$ cat src/rtl/issue_dispatch_unit_pkg.sv
// Shared constants for the issue/dispatch block: unit indices, default widths,
// and the one-hot select check.
package issue_dispatch_unit_pkg;

    localparam int UNIT_INT  = 0;
    localparam int UNIT_VEC  = 1;
    localparam int UNIT_LSU  = 2;

    localparam int DEF_UOP_W = 4;
    localparam int DEF_CNT_W = 16;

    function automatic logic is_onehot8(input logic [7:0] v);
        return (v != 8'd0) && ((v & (v - 8'd1)) == 8'd0);
    endfunction

endpackage

$ cat src/rtl/issue_dispatch_unit_issue_slot.sv
// One-entry dispatch slot for a single execution unit, plus its drain counter.
module issue_slot
    import issue_dispatch_unit_pkg::*;
#(
    parameter int UOP_W = DEF_UOP_W,
    parameter int CNT_W = DEF_CNT_W
) (
    input  logic             clock_in,
    input  logic             reset_in,
    input  logic             flush_in,
    input  logic             load_in,
    input  logic [UOP_W-1:0] uop_in,
    input  logic             ready_in,
    output logic             slot_ready_out,
    output logic             valid_out,
    output logic [UOP_W-1:0] uop_out,
    output logic [CNT_W-1:0] cnt_out
);

    logic             valid_r;
    logic [UOP_W-1:0] uop_r;
    logic [CNT_W-1:0] cnt_r;
    logic             drain_s;

    assign drain_s        = valid_r && ready_in;
    assign slot_ready_out = !valid_r || ready_in;
    assign valid_out      = valid_r;
    assign uop_out        = uop_r;
    assign cnt_out        = cnt_r;

    // Slot payload: the micro-op is zeroed whenever the slot is empty
    always_ff @(posedge clock_in or posedge reset_in) begin
        if (reset_in) begin
            valid_r <= 1'b0;
            uop_r   <= {UOP_W{1'b0}};
        end else if (flush_in) begin
            valid_r <= 1'b0;
            uop_r   <= {UOP_W{1'b0}};
        end else if (load_in) begin
            valid_r <= 1'b1;
            uop_r   <= uop_in;
        end else if (drain_s) begin
            valid_r <= 1'b0;
            uop_r   <= {UOP_W{1'b0}};
        end else begin
            valid_r <= valid_r;
            uop_r   <= uop_r;
        end
    end

    // Drain counter survives flush; a drain in the flush cycle still counts
    always_ff @(posedge clock_in or posedge reset_in) begin
        if (reset_in) begin
            cnt_r <= {CNT_W{1'b0}};
        end else if (drain_s) begin
            cnt_r <= cnt_r + {{(CNT_W-1){1'b0}}, 1'b1};
        end else begin
            cnt_r <= cnt_r;
        end
    end

endmodule

$ cat src/rtl/issue_dispatch_unit.sv
// Issue/dispatch: routes one-hot-selected micro-ops into per-unit one-entry slots.
// Optional sticky illegal-select flag enabled by macro ISSUE_ILLEGAL_SEL_DETECT_EN.
module issue_dispatch_unit
    import issue_dispatch_unit_pkg::*;
#(
    parameter int NUM_UNITS = 3,
    parameter int UOP_W     = DEF_UOP_W,
    parameter int CNT_W     = DEF_CNT_W
) (
    input  logic                       clock_in,
    input  logic                       reset_in,
    input  logic                       flush_in,
    input  logic                       issue_valid_in,
    output logic                       issue_ready_out,
    input  logic [NUM_UNITS-1:0]       exec_unit_sel_in,
    input  logic [UOP_W-1:0]           exec_uop_in,
    output logic [NUM_UNITS-1:0]       unit_valid_out,
    input  logic [NUM_UNITS-1:0]       unit_ready_in,
    output logic [NUM_UNITS*UOP_W-1:0] unit_uop_out,
    output logic [NUM_UNITS*CNT_W-1:0] unit_issue_cnt_out,
    output logic                       illegal_sel_out
);

    logic [7:0]           sel_ext;
    logic                 sel_legal;
    logic                 sel_ready;
    logic                 accept;
    logic [NUM_UNITS-1:0] slot_ready;
    logic [NUM_UNITS-1:0] load;

    // Widen the select so the one-hot check works for any unit count
    always_comb begin
        sel_ext                  = 8'd0;
        sel_ext[NUM_UNITS-1:0]   = exec_unit_sel_in;
    end

    assign sel_legal = is_onehot8(sel_ext);
    assign sel_ready = |(exec_unit_sel_in & slot_ready);

    // Illegal selects are always swallowed, so they see ready unless flushing
    always_comb begin
        issue_ready_out = 1'b0;
        if (flush_in) begin
            issue_ready_out = 1'b0;
        end else if (!sel_legal) begin
            issue_ready_out = 1'b1;
        end else begin
            issue_ready_out = sel_ready;
        end
    end

    assign accept = issue_valid_in && issue_ready_out && sel_legal;
    assign load   = accept ? exec_unit_sel_in : {NUM_UNITS{1'b0}};

    for (genvar k = 0; k < NUM_UNITS; k++) begin : g_slot
        issue_slot #(
            .UOP_W (UOP_W),
            .CNT_W (CNT_W)
        ) u_slot (
            .clock_in       (clock_in),
            .reset_in       (reset_in),
            .flush_in       (flush_in),
            .load_in        (load[k]),
            .uop_in         (exec_uop_in),
            .ready_in       (unit_ready_in[k]),
            .slot_ready_out (slot_ready[k]),
            .valid_out      (unit_valid_out[k]),
            .uop_out        (unit_uop_out[k*UOP_W +: UOP_W]),
            .cnt_out        (unit_issue_cnt_out[k*CNT_W +: CNT_W])
        );
    end

`ifdef ISSUE_ILLEGAL_SEL_DETECT_EN
    logic illegal_r;

    // Sticky flag: set on an offered illegal select, cleared by flush
    always_ff @(posedge clock_in or posedge reset_in) begin
        if (reset_in) begin
            illegal_r <= 1'b0;
        end else if (flush_in) begin
            illegal_r <= 1'b0;
        end else if (issue_valid_in && !sel_legal) begin
            illegal_r <= 1'b1;
        end else begin
            illegal_r <= illegal_r;
        end
    end

    assign illegal_sel_out = illegal_r;
`else
    assign illegal_sel_out = 1'b0;
`endif

endmodule

$ cat config.mk
export PLATFORM = sky130hd
export DESIGN_NAME = issue_dispatch_unit
export DESIGN_NICKNAME = d
export VERILOG_FILES = /design/src/rtl/issue_dispatch_unit_pkg.sv /design/src/rtl/issue_dispatch_unit_issue_slot.sv /design/src/rtl/issue_dispatch_unit.sv
export SDC_FILE = /design/constraint.sdc
export NUM_CORES = 1
export LEC_CHECK = 0
export ABC_CLOCK_PERIOD_IN_PS = 2000
export BUFFER_PORTS_ARGS = -buffer_cell sky130_fd_sc_hd__buf_4
export CAP_MARGIN = 40
export CELL_PAD_IN_SITES_DETAIL_PLACEMENT = 1
export CELL_PAD_IN_SITES_GLOBAL_PLACEMENT = 2
export CORE_MARGIN = 3
export CORE_UTILIZATION = 33
export CTS_CLUSTER_SIZE = 24
export DETAILED_ROUTE_END_ITERATION = 6
export PLACE_DENSITY = 0.75
export SYNTH_ARGS = -nofsm -noshare
export SYNTH_HDL_FRONTEND = slang
export SYNTH_SLANG_ARGS = --single-unit
$ cat constraint.sdc
create_clock -name clock_in -period 2 [get_ports clock_in]
set_input_delay 0.1 -clock clock_in [delete_from_list [all_inputs] [get_ports clock_in]]
set_output_delay 0.1 -clock clock_in [all_outputs]
set_load 0.1 [all_outputs]
==> impl_metrics.toml <==
[run_status]
outcome = "complete, no violations"

[pwr]
cellPowerDensity_nw_per_um2 = 999
p_leak_nw = 1.85
vdd.ir_drop.worst_mv = 0.675

[routing]
wl_per_cell_um = 15.2
firstDrtPassIters = 4
dr.first_iter.drc_count = 36
drt-vias-per-instance = 4.85
vias = 2126
wl_mm = 6.68
drc = 0
ant_nets = 0

[final_layout]
n_antenna_cell = 0
final_nets = 345
n_fill_cell = 926
seq_area_um2 = 1600
multiInputGateArea_um2 = 1240
area_delta_synth_final_pct = 31.9
drive_gt1_frac = 0.399
stdcell_count = 438

[worst_setup_path]
worstPathArrival_ns = 1.70
cp_max_fo = 5
reg2reg_setup_slack_ns = 0.25
start_kind = "register"
worst_r2r_path_depth = 4
end_kind = "output port"
cp_data_required_time_ns = 1.90
reg2reg_from = "g_slot[0].u_slot.valid_out$_DFFE_PP0P_"
critical_path_class = "register to output port"
reg2reg_to = "g_slot[0].u_slot.uop_out[2]$_DFFE_PP0P_"

[floorplan]
die_w_um = 100
io_pins = 79
core_um2 = 8420
initial_core_util = 0.347
rows = 33
die_h_um = 100
dieArea_um2 = 10000

[sta]
finalSetupTns_ns = 0
hold_viol_final = 0
fin_skew_ns = 0.00645
setup_viol = 0
slew_viol_final = 0
min_period_ns = 1.80
fmax_mhz = 555
finalCritPeriodShare = 0.902
rsz0062_at_grt = "no"

[worst_hold_path]
hold_end = "g_slot[2].u_slot.uop_out[3]$_DFFE_PP0P_"
worstHoldPathType = "primary input to register"
hold_start = "exec_uop_in[3]"
hold_depth = 2

[synth]
synth_area_leaders = "dfrtp_1, xnor2_1, mux2_2, xor2_1, nor3b_1"
ys_warn_count = 0
synth_ff_type = "dfrtp_1"
synth_async_sr_flop_share = 1.00
yosys_register_bits = 63
syn-cell-area_um2 = 2920
synth_edf_count = 0
post-synth-top-area-cell = "dfrtp_1"
synth.avg_cell_area_um2 = 11.9
yosysUniqueCellTypes = 38
synth_cells = 246
ys_seq_area_frac = 0.540
synth_common_cells = "dfrtp_1, xnor2_1, nand2_1, mux2_2, xor2_1"
yosysMostFrequentCell = "dfrtp_1"
yosysTopAreaCellShare = 0.540
syn_nets = 263

[global_route]
grt_max_degree = 30
grt_pass1_wl_mm = 11.4
grt_usage = 0.144
antenna_found_initial = 0
grt_pass1_vias = 2151
grt_overflow_total = 0

[job]
drv_cap = 0

[placed_design]
finalWeightedCongestion = 0.763
hpwl_mm = 5.02
io_buffers = 77
dp.cells = 421

[clock_network]
cts_tree = "yes"
htreeDepth = 3
post_cts_resized = 0
insertion_delay_ns = 0.33
clk_path_buf_depth = 2
cts.sinks = 63
path_clk_slew_ns = 0.07
cts-buffers-inserted = 9
clockRootBuffer = "clkbuf_8"
==> where the power goes <==
group / total (W) / internal (W) / switching [W]
sequential: 0.00150 / 0.00137 / 0.000125
clock: 0.00123 / 0.000736 / 0.000497
combinational: 0.00111 / 0.000242 / 0.000873
total: 0.00385 / 0.00235 / 0.00149
==> through the flow <==
| step | utilization | hold slack (ns) | power [W] | worst slack, ns | area [um2] |
|---|---|---|---|---|---|
| 6_report | 0.457 | 0.0285 | 0.00385 | 0.197 | 3850 |
| 5_1_grt | 0.457 | 0.00280 | 0.00403 | 0.0428 | 3850 |
| 2_1_floorplan | - | 0.252 | 0.00237 | 0.00925 | 2950 |
| 4_1_cts | 0.457 | 0.00852 | 0.00391 | 0.159 | 3850 |
| 3_5_place_dp | 0.430 | 0.148 | 0.00265 | 0.250 | 3620 |
| 3_3_place_gp | 0.430 | 0.148 | 0.00263 | 0.333 | 3620 |
==> critical path: stages (launching register included) <==
cell,delay [ns]
dfrtp_1,0.40
or2b_1,0.26
a22oi_1,0.38
a21oi_2,0.10
buf_4,0.25
==> layer usage <==
| layer | part of all wire | GRT usage |
|---|---|---|
| met5 | 0 | 0 |
| met4 | 0.012 | 0.0373 |
| met3 | 0.063 | 0.0563 |
| met2 | 0.48 | 0.222 |
| met1 | 0.45 | 0.190 |
==> layout by cell type, fill, tap and decap left out, types with 3 or more instances in the layout <==
cell type / count
inv_1: 9
buf_4: 79
nor3b_1: 12
clkbuf_8: 10
nor2_1: 8
ha_1: 3
xor2_1: 14
nand3_1: 8
nand2_1: 16
and2_1: 4
mux2_2: 15
and3_1: 7
nand4_1: 13
and4_1: 5
dfrtp_2: 17
nor3_1: 4
dfrtp_1: 46
xnor2_1: 32
==> registers in the layout, indices dropped and copies added (netlist names) <==
signal,flops
g_slot.u_slot.cnt_out,48
g_slot.u_slot.uop_out,12
g_slot.u_slot.valid_out,3
==> area by class of cell <==
cell class	instances	share of cell area
Inverter	10	0.00975
Timing Repair Buffer	81	0.162
Tap cell	105	0.0341
Clock inverter	5	0.0211
Sequential cell	63	0.415
Clock buffer	11	0.0367
Multi-Input combinational cell	163	0.322
==> cells by family after synthesis <==
kind of cell / count (synthesis) / synth area share
XOR/XNOR: 46 / 0.138
multiplexers: 15 / 0.0578
adder cells (fa/ha/maj): 3 / 0.0129
other: 1 / 0.00128
buffers and inverters: 20 / 0.0373
flip-flops: 63 / 0.540
AO/OA/AOI/OAI: 11 / 0.0351
AND/OR/NAND/NOR: 87 / 0.178
==> how the worst max path moves through the flow <==
stage / from / end / slack [ns] / cells after the start
global route: g_slot[1].u_slot.valid_out$_DFFE_PP0P_ / issue_ready_out / 0.04 / 5
finish: g_slot[0].u_slot.valid_out$_DFFE_PP0P_ / issue_ready_out / 0.20 / 4
global placement: g_slot[0].u_slot.valid_out$_DFFE_PP0P_ / g_slot[0].u_slot.uop_out[0]$_DFFE_PP0P_ / 0.33 / 4
CTS: g_slot[0].u_slot.valid_out$_DFFE_PP0P_ / issue_ready_out / 0.16 / 4
floorplan: g_slot[2].u_slot.cnt_out[2]$_DFFE_PP0P_ / g_slot[2].u_slot.cnt_out[15]$_DFFE_PP0P_ / 0.009 / 4
detailed placement: g_slot[0].u_slot.valid_out$_DFFE_PP0P_ / g_slot[0].u_slot.uop_out[0]$_DFFE_PP0P_ / 0.25 / 4
==> repair_timing <==
item	4_1_cts	5_1_grt
hold endpoints to repair	18	0
setup buffers	0	0
hold buffers	1	0
Power figures use the tool's default switching activity.
